$ cat src/rtl/alu_issue_ctrl_if.sv
// Issue-side bundle between the ALU sequencer and its neighbours: the request
// handshake, the operand/control path to the ALU, and the response handshake.
interface alu_issue_ctrl_if #(
    parameter int WIDTH = 32
);
    logic             in_valid;
    logic             in_ready;
    logic [WIDTH-1:0] in_a;
    logic [WIDTH-1:0] in_b;
    logic [1:0]       in_class;
    logic [2:0]       in_funct3;
    logic             in_f7b5;

    logic [WIDTH-1:0] alu_a;
    logic [WIDTH-1:0] alu_b;
    logic [3:0]       alu_ctrl;
    logic [WIDTH-1:0] alu_r;
    logic             alu_zero;

    logic             out_valid;
    logic             out_ready;
    logic [WIDTH-1:0] out_result;
    logic             out_taken;
    logic             out_illegal;
    logic             busy;

    // Sequencer side
    modport slave (
        input  in_valid, in_a, in_b, in_class, in_funct3, in_f7b5,
        input  alu_r, alu_zero, out_ready,
        output in_ready, alu_a, alu_b, alu_ctrl,
        output out_valid, out_result, out_taken, out_illegal, busy
    );

    // Requester / ALU / consumer side
    modport master (
        output in_valid, in_a, in_b, in_class, in_funct3, in_f7b5,
        output alu_r, alu_zero, out_ready,
        input  in_ready, alu_a, alu_b, alu_ctrl,
        input  out_valid, out_result, out_taken, out_illegal, busy
    );
endinterface

$ cat src/rtl/alu_issue_ctrl.sv
// Issue/decode sequencer in front of a combinational ALU. Takes one request,
// decodes it to a 4-bit ALU control code, gives the ALU one execute cycle,
// then holds the captured result until the consumer takes it.
//
// state  | meaning
// -------+-----------------------------------------------------------
// S_IDLE | ready for a request; ALU operands and response hold
// S_EXEC | operands/control presented to the ALU for one cycle
// S_RESP | response valid, held until out_ready
module alu_issue_ctrl #(
    parameter int WIDTH = 32
) (
    input  logic              clk,
    input  logic              rst_n,
    alu_issue_ctrl_if.slave   bus
);
    localparam logic [3:0] CTRL_AND = 4'b0000;
    localparam logic [3:0] CTRL_OR  = 4'b0001;
    localparam logic [3:0] CTRL_ADD = 4'b0010;
    localparam logic [3:0] CTRL_XOR = 4'b0011;
    localparam logic [3:0] CTRL_SUB = 4'b0110;
    localparam logic [3:0] CTRL_ILL = 4'b1111;

    localparam logic [1:0] CLS_BRANCH = 2'b01;

    typedef enum logic [1:0] {
        S_IDLE = 2'b00,
        S_EXEC = 2'b01,
        S_RESP = 2'b10
    } state_t;

    state_t           r_state;
    state_t           w_state_nxt;

    logic [WIDTH-1:0] r_alu_a;
    logic [WIDTH-1:0] r_alu_b;
    logic [3:0]       r_alu_ctrl;
    logic [1:0]       r_class;
    logic             r_bne;
    logic             r_illegal_req;
    logic [WIDTH-1:0] r_result;
    logic             r_taken;
    logic             r_illegal;

    logic [3:0]       w_code;
    logic             w_illegal;
    logic             w_bne;
    logic             w_taken;
    logic             w_accept;
    logic             w_capture;
    logic             w_in_ready;
    logic             w_out_valid;

    // Decode the request fields into an ALU control code plus illegal/BNE flags
    always_comb begin
        w_code    = CTRL_ILL;
        w_illegal = 1'b1;
        w_bne     = 1'b0;
        unique case (bus.in_class)
            2'b00: begin
                w_code    = CTRL_ADD;
                w_illegal = 1'b0;
            end
            2'b01: begin
                if (bus.in_funct3 == 3'b000) begin
                    w_code    = CTRL_SUB;
                    w_illegal = 1'b0;
                end else if (bus.in_funct3 == 3'b001) begin
                    w_code    = CTRL_SUB;
                    w_illegal = 1'b0;
                    w_bne     = 1'b1;
                end
            end
            default: begin
                // R-type and I-type share the logic ops; only R-type has SUB
                w_illegal = 1'b0;
                case (bus.in_funct3)
                    3'b000: w_code = (bus.in_class == 2'b10 && bus.in_f7b5) ? CTRL_SUB : CTRL_ADD;
                    3'b111: w_code = CTRL_AND;
                    3'b110: w_code = CTRL_OR;
                    3'b100: w_code = CTRL_XOR;
                    default: begin
                        w_code    = CTRL_ILL;
                        w_illegal = 1'b1;
                    end
                endcase
            end
        endcase
    end

    // Branch outcome from the ALU zero flag; non-branch and illegal ops never take
    always_comb begin
        w_taken = 1'b0;
        if (r_class == CLS_BRANCH && !r_illegal_req) begin
            w_taken = r_bne ? ~bus.alu_zero : bus.alu_zero;
        end
    end

    // State register
    always_ff @(posedge clk or negedge rst_n) begin
        if (!rst_n) begin
            r_state <= S_IDLE;
        end else begin
            r_state <= w_state_nxt;
        end
    end

    // Next-state and handshake outputs
    always_comb begin
        w_state_nxt = r_state;
        w_accept    = 1'b0;
        w_capture   = 1'b0;
        w_in_ready  = 1'b0;
        w_out_valid = 1'b0;
        case (r_state)
            S_IDLE: begin
                w_in_ready = 1'b1;
                if (bus.in_valid) begin
                    w_accept    = 1'b1;
                    w_state_nxt = S_EXEC;
                end
            end
            S_EXEC: begin
                w_capture   = 1'b1;
                w_state_nxt = S_RESP;
            end
            S_RESP: begin
                w_out_valid = 1'b1;
                if (bus.out_ready) begin
                    w_state_nxt = S_IDLE;
                end
            end
            default: begin
                w_state_nxt = S_IDLE;
            end
        endcase
    end

    // Operand/control latch on accept, response capture at the end of EXEC
    always_ff @(posedge clk or negedge rst_n) begin
        if (!rst_n) begin
            r_alu_a       <= '0;
            r_alu_b       <= '0;
            r_alu_ctrl    <= CTRL_ILL;
            r_class       <= 2'b00;
            r_bne         <= 1'b0;
            r_illegal_req <= 1'b0;
            r_result      <= '0;
            r_taken       <= 1'b0;
            r_illegal     <= 1'b0;
        end else begin
            if (w_accept) begin
                r_alu_a       <= bus.in_a;
                r_alu_b       <= bus.in_b;
                r_alu_ctrl    <= w_code;
                r_class       <= bus.in_class;
                r_bne         <= w_bne;
                r_illegal_req <= w_illegal;
            end
            if (w_capture) begin
                r_result  <= bus.alu_r;
                r_taken   <= w_taken;
                r_illegal <= r_illegal_req;
            end
        end
    end

    assign bus.in_ready    = w_in_ready;
    assign bus.out_valid   = w_out_valid;
    assign bus.busy        = (r_state != S_IDLE);
    assign bus.alu_a       = r_alu_a;
    assign bus.alu_b       = r_alu_b;
    assign bus.alu_ctrl    = r_alu_ctrl;
    assign bus.out_result  = r_result;
    assign bus.out_taken   = r_taken;
    assign bus.out_illegal = r_illegal;
endmodule

$ cat src/flat_wrapper.sv
// flat-port wrapper written by rule: the top's interface ports become plain ports
module alu_issue_ctrl_flat 
#(
    parameter int WIDTH = 32
)
  (clk, rst_n, bus_in_valid, bus_in_a, bus_in_b, bus_in_class, bus_in_funct3, bus_in_f7b5, bus_alu_r, bus_alu_zero, bus_out_ready, bus_in_ready, bus_alu_a, bus_alu_b, bus_alu_ctrl, bus_out_valid, bus_out_result, bus_out_taken, bus_out_illegal, bus_busy);
  alu_issue_ctrl_if #(.WIDTH(WIDTH)) bus_i ();
  input  logic clk;
  input  logic rst_n;
  input wire logic [$bits(bus_i.in_valid)-1:0] bus_in_valid;
  input wire logic [$bits(bus_i.in_a)-1:0] bus_in_a;
  input wire logic [$bits(bus_i.in_b)-1:0] bus_in_b;
  input wire logic [$bits(bus_i.in_class)-1:0] bus_in_class;
  input wire logic [$bits(bus_i.in_funct3)-1:0] bus_in_funct3;
  input wire logic [$bits(bus_i.in_f7b5)-1:0] bus_in_f7b5;
  input wire logic [$bits(bus_i.alu_r)-1:0] bus_alu_r;
  input wire logic [$bits(bus_i.alu_zero)-1:0] bus_alu_zero;
  input wire logic [$bits(bus_i.out_ready)-1:0] bus_out_ready;
  output wire logic [$bits(bus_i.in_ready)-1:0] bus_in_ready;
  output wire logic [$bits(bus_i.alu_a)-1:0] bus_alu_a;
  output wire logic [$bits(bus_i.alu_b)-1:0] bus_alu_b;
  output wire logic [$bits(bus_i.alu_ctrl)-1:0] bus_alu_ctrl;
  output wire logic [$bits(bus_i.out_valid)-1:0] bus_out_valid;
  output wire logic [$bits(bus_i.out_result)-1:0] bus_out_result;
  output wire logic [$bits(bus_i.out_taken)-1:0] bus_out_taken;
  output wire logic [$bits(bus_i.out_illegal)-1:0] bus_out_illegal;
  output wire logic [$bits(bus_i.busy)-1:0] bus_busy;
  assign bus_i.in_valid = bus_in_valid;
  assign bus_i.in_a = bus_in_a;
  assign bus_i.in_b = bus_in_b;
  assign bus_i.in_class = bus_in_class;
  assign bus_i.in_funct3 = bus_in_funct3;
  assign bus_i.in_f7b5 = bus_in_f7b5;
  assign bus_i.alu_r = bus_alu_r;
  assign bus_i.alu_zero = bus_alu_zero;
  assign bus_i.out_ready = bus_out_ready;
  assign bus_in_ready = bus_i.in_ready;
  assign bus_alu_a = bus_i.alu_a;
  assign bus_alu_b = bus_i.alu_b;
  assign bus_alu_ctrl = bus_i.alu_ctrl;
  assign bus_out_valid = bus_i.out_valid;
  assign bus_out_result = bus_i.out_result;
  assign bus_out_taken = bus_i.out_taken;
  assign bus_out_illegal = bus_i.out_illegal;
  assign bus_busy = bus_i.busy;
  alu_issue_ctrl #(.WIDTH(WIDTH)) u_core (.clk(clk), .rst_n(rst_n), .bus(bus_i));
endmodule
$ cat config.mk
export PLATFORM = sky130hd
export DESIGN_NAME = alu_issue_ctrl_flat
export DESIGN_NICKNAME = d
export VERILOG_FILES = /design/src/rtl/alu_issue_ctrl_if.sv /design/src/rtl/alu_issue_ctrl.sv /design/src/flat_wrapper.sv
export SDC_FILE = /design/constraint.sdc
export NUM_CORES = 1
export LEC_CHECK = 0
export ABC_AREA = 0
export BUFFER_PORTS_ARGS = -buffer_cell sky130_fd_sc_hd__buf_2
export CAP_MARGIN = 20
export CORE_MARGIN = 5
export CORE_UTILIZATION = 41
export CTS_CLUSTER_SIZE = 14
export DETAILED_ROUTE_END_ITERATION = 7
export PLACE_DENSITY_LB_ADDON = 0.1
export SYNTH_ARGS = -nofsm -noshare
export SYNTH_HDL_FRONTEND = slang
export SYNTH_SLANG_ARGS = --single-unit
$ cat constraint.sdc
create_clock -name clk -period 1.35 [get_ports clk]
set_input_delay 0.135 -clock clk [delete_from_list [all_inputs] [get_ports clk]]
set_output_delay 0.135 -clock clk [all_outputs]
set_load 0.05 [all_outputs]
==> results of run 1 <==
synthesized netlist by cell type (all sizes together):
library cell and number:
nand2 198, dfrtp 104, mux2 33, buf 19, o21ai 6, nor2 5, dfstp 4, nand2b 4
inv 3, a21oi 2, nand3 2, nor2b 2, o21a 2, a21boi 1, a21o 1, a32o 1
a41oi 1, and3 1, clkinv 1, nor3b 1, o211ai 1, or3b 1, xor2 1
kinds of logic (layout without fill, tap and decap cells):
| family | count (synthesis) | in the layout | synth area share, % |
|---|---|---|---|
| AO/OA/AOI/OAI | 15 | 15 | 2.48 |
| XOR/XNOR | 1 | 1 | 0.209 |
| buffers and inverters | 23 | 333 | 3.97 |
| flip-flops | 108 | 108 | 64.6 |
| multiplexers | 33 | 33 | 8.87 |
| other | 0 | 1 | 0 |
| AND/OR/NAND/NOR | 214 | 214 | 19.9 |
repair_timing:
item | 4_1_cts | 5_1_grt
hold buffers | 84 | 3
setup buffers | 1 | 0
hold endpoints to repair | 187 | 3
gates resized for setup | 18 | 3
pin swaps | 2 | 1
endpoints found under the setup margin | 74 | 106
cloned | 0 | 2
area by class of cell:
cell class / count / share of cell area (%)
inverters: 4 / 0.414
flip-flops and latches: 108 / 40.7
clock buffers: 12 / 2.18
well taps: 136 / 2.56
clock inverters: 4 / 0.847
multi-input cells: 263 / 20.2
repair buffers: 313 / 33.0
diodes: 1 / 0.0377
power groups by stage:
| stage | sequential (mW) | combinational, mW | clock, mW |
|---|---|---|---|
| 2_1_floorplan | 10.9 | 2.47 | 0 |
| 3_3_place_gp | 5.66 | 10.2 | 0 |
| 3_5_place_dp | 5.68 | 10.4 | 0 |
| 4_1_cts | 5.64 | 10.8 | 2.07 |
| 5_1_grt | 5.83 | 11.4 | 2.21 |
| 6_report | 5.63 | 10.8 | 1.99 |
stage by stage:
stage	hold WS [ns]	total power, mW	setup slack (ns)	setup TNS, ns
CTS	0.000269	18.5	-0.0382	-0.629
floorplan	-0.161	13.4	-0.0364	-0.419
global route	0.000860	19.4	-0.101	-7.34
global placement	0.169	15.9	-0.114	-7.27
finish	0.0222	18.4	-0.0290	-0.269
detailed placement	0.163	16.0	-0.151	-8.71
sequential cells by signal, indices dropped and copies added (netlist names):
register and count:
u_core.bus.alu_ctrl 4, u_core.r_state 2, u_core.bus.alu_a 32, u_core.bus.out_illegal 1, u_core.bus.out_result 32, u_core.bus.alu_b 32, u_core.bus.out_taken 1, u_core.r_bne 1
u_core.r_class 2, u_core.r_illegal_req 1
layer usage:
| layer | vias up | GRT usage, % | share of wire (%) |
|---|---|---|---|
| li1 | 1843 | - | - |
| met1 | 1769 | 22.9 | 41 |
| met2 | 145 | 32.0 | 50 |
| met3 | 20 | 5.73 | 7.2 |
| met4 | 0 | 7.14 | 2.0 |
| met5 | - | 0 | 0 |
worst min path at each step:
stage | to | slack (ns) | cells past startpoint
final | u_core.bus.out_result[28] | 0.02 | 2
after global routing | u_core.bus.out_result[28] | 0.0009 | 2
after CTS | u_core.bus.out_result[3] | 0.0003 | 2
after detailed placement | u_core.bus.out_result[14] | 0.16 | 2
after global placement | u_core.bus.out_result[20] | 0.17 | 2
after floorplan | u_core.bus.alu_a[0] | -0.16 | 0
cell usage in the layout (no fill, tap or decap), drive strengths merged:
cell type,n
nor2,5
dlygate4sd3,87
mux2,33
nand3,2
or3b,1
clkbuf,13
a21boi,1
nor3b,1
xor2,1
a21o,1
buf,225
a32o,1
o21ai,6
nand2,198
o211ai,1
clkinv,2
nor2b,2
bufinv,1
inv,5
o21a,2
a21oi,2
nand2b,4
dfstp,4
a41oi,1
dfrtp,104
diode,1
and3,1
==> out/results.ini, run 1 <==
[detailed_routing]
post_drt_via_cell_ratio=4.49
drt-total-wl_mm=12.0
dr.pass1.iters=4
drc_errors=0
drt_iter0_markers=164
vias=3777
drt-wirelength-per-cell_um=14.3
postRouteAntennaNets=0

[die]
fp.dieW_um=111
core_area_um2=10100
die_h_um=111
boundaryPins=212
die_area_um2=12300
start_util_pct=41.3
fp-row-count=37

[sta]
timing.final.hold_violations=0
timing_worst_slew_pin_value_ns=0.294
finalMaxSlewViolations=0
slew_headroom_pct=80.4
setup_ws_post_layout_ns=-0.0290
setup_repair_after_global_routing_missed_its_margin=yes
period_minus_slack_ns=1.38
final-setup-viol-count=36
post-route-period-util_pct=102
clock-skew-final_ns=0.0165
fmax_mhz=725

[synth]
synth.avg_cell_area_um2=10.6
syn_nets=501
synth_cells=394
synth_seq_area_share_pct=64.6
synth.cell_area_um2=4190
ys_ff_latch=108
synth.distinct_cells=27
synth_top_cell_area_share_pct=62.1
synth.largest_area_cell=dfrtp_1
synth.area.top_cells=dfrtp_1 62%, nand2_1 18%, mux2_2 8.9%
ys_warn_count=0

[grt]
antenna_found_initial=1
first_global_vias=3936
grt_overflow_total=0
grt_first_pass_wirelength_mm=19.2
grt.total_usage_pct=18.9
grt_start_max_net_pins=55

[critical_path]
cp_max_delay_cell=or3b_4
critical_path.endpoint=u_core.bus.alu_b[22]
cpMostUsedCell=nand2_1
critPathMaxStageDelay_ns=0.51
criticalPathCategory=reg -> reg
startpoint_type=flip-flop
timing.critical_path.depth=5
worst_ep_required_time_ns=1.64
worstRegToRegCells=5
timing.critical_path.fanout_max=9
crit_path_start=u_core.r_state[0]
critical_path.top_delay_family=simple AND/OR/NAND/NOR gates
setup.reg_to_reg.worst_slack_ns=-0.03
crit_arrival_ns=1.67
worstPathCellList=or3b_4 -> clkinv_8 -> buf_4 -> nand2_1 -> nand2_1
regToRegEndpoint=u_core.bus.alu_b[22]
timing.critical_path.to_type=flip-flop
crit-reg2reg-launch=u_core.r_state[0]
timing.critical_path.buf_inv=2

[clocking]
clockBufferDepth=2
cts_tree=built
path_clk_slew_ns=0.09
cts_htree_levels=3
cts_root_buf=clkbuf_8
clock_insertion_delay_worst_skew_ns=0.36
cts_buffers=9
clock-sinks=108

[layout]
area_delta_synth_final_pct=58.6
finish.net_count=806
multiInputGateArea_um2=1340
finish.utilization_pct=65.5
fillerInstances=811
finish.cell_count_without_fillers=841
drive_gt1_share_pct=40.8
area.sequential_um2=2710
layout.cell_area.non_filler_um2=6650

[pwr]
powerDensity_nw_per_um2=2770
p_sw_share_pct=53.0
ir_drop_uv=1470
switch_pwr_mw=9.76
power.static_leakage_nw=3.56
sequential_cell_fraction_of_total_power_pct=30.6
power.clock.fraction_pct=10.8
p_comb_share_pct=58.6
cell_internal_pwr_mw=8.66

[outcome]
status=finished with violations
failed_checks=setup timing

[placement]
post_dp_area_um2=5460
placedCellCount=734
gp_congestion=0.787
port_buffers=211
detailedPlacementHpwl_mm=7.83

[hold_path]
min_from=bus_alu_r[28]
hold_path_class=in -> reg

[job]
max_cap_viol_count=0

No activity file was read; power rests on OpenSTA's default activity.
==> run 2: changes to the inputs <==
clock period = 1.23 ns   (was 1.35 ns; I/O delays follow)
==> run 2 against run 1 <==
  * The flow still finishes with violations (setup timing)
  * Count of clock-buffer cells in the layout grew 1
  * Cell area grew 4.3%
  * Cell count grew 2.4%
  * Worst setup slack lost 0.12 ns
  * Global-route usage grew 1.1 points
  * Critical path depth shrank 1
  * Non-clock buffer count grew 21
  * Highest routed layer unchanged
==> out/results.ini, run 2 (same netlist as run 1, synthesis figures left out) <==
[outcome]
status=finished with violations
failed_checks=setup timing

[grt]
grt_start_max_net_pins=33  ; -40%
groute.layer.met2.usage_pct=34.9  ; +3.0 points
grt_overflow_total=0  ; unchanged
grt_util_met3_pct=5.84  ; +0.11 points
grt_most_used_layer=met2
grt_first_pass_wirelength_mm=20.2  ; +5.2%
first_global_vias=4122  ; +4.7%
antenna_found_initial=0  ; -1
grt.total_usage_pct=20.1  ; +1.1 points
groute.layer.met1.usage_pct=24.2  ; +1.3 points

[critical_path]
criticalPathCategory=reg -> reg
startpoint_type=flip-flop
crit_path_start=u_core.r_state[1]
crit_arrival_ns=1.62  ; -0.05 ns
timing.critical_path.fanout_max=7  ; -2
worst_ep_required_time_ns=1.47  ; -0.17 ns
crit-reg2reg-launch=u_core.r_state[1]
timing.critical_path.to_type=flip-flop

[detailed_routing]
drc_errors=0  ; unchanged
postRouteAntennaNets=0  ; unchanged
drt-wirelength-per-cell_um=14.4  ; +1.1%
drt-total-wl_mm=12.4  ; +3.5%
drt_iter0_markers=145  ; -12%
vias=3835  ; +1.5%
post_drt_via_cell_ratio=4.45  ; -0.82%
dr.pass1.iters=5  ; +1

[hold_path]
min_from=bus_in_funct3[1]
hold_path_class=in -> reg

[clocking]
cts_buffers=9  ; unchanged
cts_root_buf=clkbuf_8
clockBufferDepth=2  ; unchanged
cts_htree_levels=3  ; unchanged
cts_tree=built
clock_insertion_delay_worst_skew_ns=0.36  ; about the same
clock-sinks=108  ; unchanged
path_clk_slew_ns=0.09  ; about the same

[layout]
finish.net_count=827  ; +2.6%
fillerInstances=783  ; -3.5%
layout.cell_area.non_filler_um2=6930  ; +4.3%
finish.cell_count_without_fillers=861  ; +2.4%
area.sequential_um2=2710  ; unchanged
layout.cells.most_common_list=203 x buf_2, 196 x nand2_1, 104 x dfrtp_1, 99 x dlygate4sd3_1, 33 x mux2_2
drive_gt1_share_pct=40.8  ; +0.061 points
mostFrequentLayoutCell=buf_2
multiInputGateArea_um2=1350  ; +0.74%
antenna_cells=0  ; -1
area_delta_synth_final_pct=65.3
finish.utilization_pct=68.3  ; +2.8 points

[pwr]
switch_pwr_mw=10.8  ; +11%
ir_drop_uv=1920  ; +30%
p_comb_share_pct=60.2  ; +1.6 points
p_sw_share_pct=52.8  ; -0.18 points
powerDensity_nw_per_um2=2950  ; +6.6%
cell_internal_pwr_mw=9.66  ; +12%
sequential_cell_fraction_of_total_power_pct=30.3  ; -0.3 points
power.static_leakage_nw=3.68  ; +3.4%
power.clock.fraction_pct=9.5  ; -1.3 points

[sta]
final-setup-viol-count=109  ; +200%
timing.final.hold_violations=0  ; unchanged
slew_headroom_pct=72.0  ; -8.4 points
post-route-period-util_pct=112  ; +10 points
setup_repair_after_global_routing_missed_its_margin=yes
timing.setup.tns_ns=-12.40  ; -12.13 ns
fmax_mhz=723  ; -0.31%
finalMaxSlewViolations=0  ; unchanged
timing_worst_slew_pin_value_ns=0.420  ; +0.126 ns
period_minus_slack_ns=1.38  ; +0.00428 ns
clock-skew-final_ns=0.0102  ; -0.00637 ns
setup_ws_post_layout_ns=-0.153  ; -0.124 ns

[die]
boundaryPins=212  ; unchanged
start_util_pct=41.3  ; unchanged
die_area_um2=12300  ; unchanged
die_h_um=111  ; unchanged
fp.dieW_um=111  ; unchanged
fp-row-count=37  ; unchanged
core_area_um2=10100  ; unchanged

[placement]
post_dp_area_um2=5520  ; +1.1%
gp_congestion=0.771  ; -2.1%
port_buffers=211  ; unchanged
placedCellCount=739  ; +0.68%
place_ws_ns=-0.281  ; -0.130 ns
detailedPlacementHpwl_mm=7.96  ; +1.7%

[job]
max_cap_viol_count=0  ; unchanged

-- run 2: cell count changes in the layout (fill, tap and decap cells not counted), moves of 2 or more --
cell           change
clkinvlp_4         +3
buf_6              +2
buf_4              +6
dlygate4sd3_1     +12
buf_16             +3
clkbuf_16          +3
buf_2              -4
inv_6              -2
-- run 2: area by class of cell --
| cell class | instances | share of cell area, % |
|---|---|---|
| Clock inverter | 3 | 0.325 |
| Tap cell | 136 | 2.46 |
| Clock buffer | 13 | 2.15 |
| Timing Repair Buffer | 334 | 36.0 |
| Sequential cell | 108 | 39.1 |
| Multi-Input combinational cell | 263 | 19.5 |
| Inverter | 4 | 0.397 |
-- run 2: through the flow --
stage | hold slack, ns | power [mW]
2_1_floorplan | -0.173 | 14.8
3_3_place_gp | 0.0822 | 17.5
3_5_place_dp | 0.0850 | 17.6
4_1_cts | 0.00273 | 20.2
5_1_grt | 0.000846 | 21.6
6_report | 0.0189 | 20.5
-- run 2: power groups by stage --
stage / sequential, mW / combinational [mW] / clock (mW)
floorplan: 12.0 / 2.80 / 0
global placement: 6.19 / 11.3 / 0
detailed placement: 6.21 / 11.4 / 0
CTS: 6.19 / 12.0 / 2.02
global route: 6.41 / 13.0 / 2.14
finish: 6.20 / 12.3 / 1.94
-- run 2: worst paths after layout --
path	end	cells after the start	slack, ns
min in group asynchronous	u_core.bus.alu_a[22]	2	0.23
max in group asynchronous	u_core.bus.alu_ctrl[0]	3	0.44
worst min-delay path	u_core.bus.alu_ctrl[1]	2	0.02
worst min register to register	u_core.bus.alu_b[12]	2	0.48
worst max-delay path	u_core.bus.out_result[2]	4	-0.15
worst max register to register	u_core.bus.out_result[2]	4	-0.15
-- run 2: per-layer routing --
layer  vias to the layer above  share of wire [%]
li1                       1883                  -
met1                      1804                 41
met2                       128                 51
met3                        20                6.1
met4                         0                2.3
met5                         -                  0
-- run 2: what timing repair did --
action	in CTS	in global routing
endpoints found under the setup margin	113	110
resized for setup	26	4
hold endpoints to repair	118	0
hold buffers	99	0
gates cloned	1	6
pin swaps	5	0
buffers inserted	1	0
-- run 2: worst max-delay path, stage by stage (launching register included) --
cell and delay, ns:
dfrtp_1 0.37, buf_4 0.15, nand2b_4 0.24, clkbuf_16 0.19, mux2_2 0.32
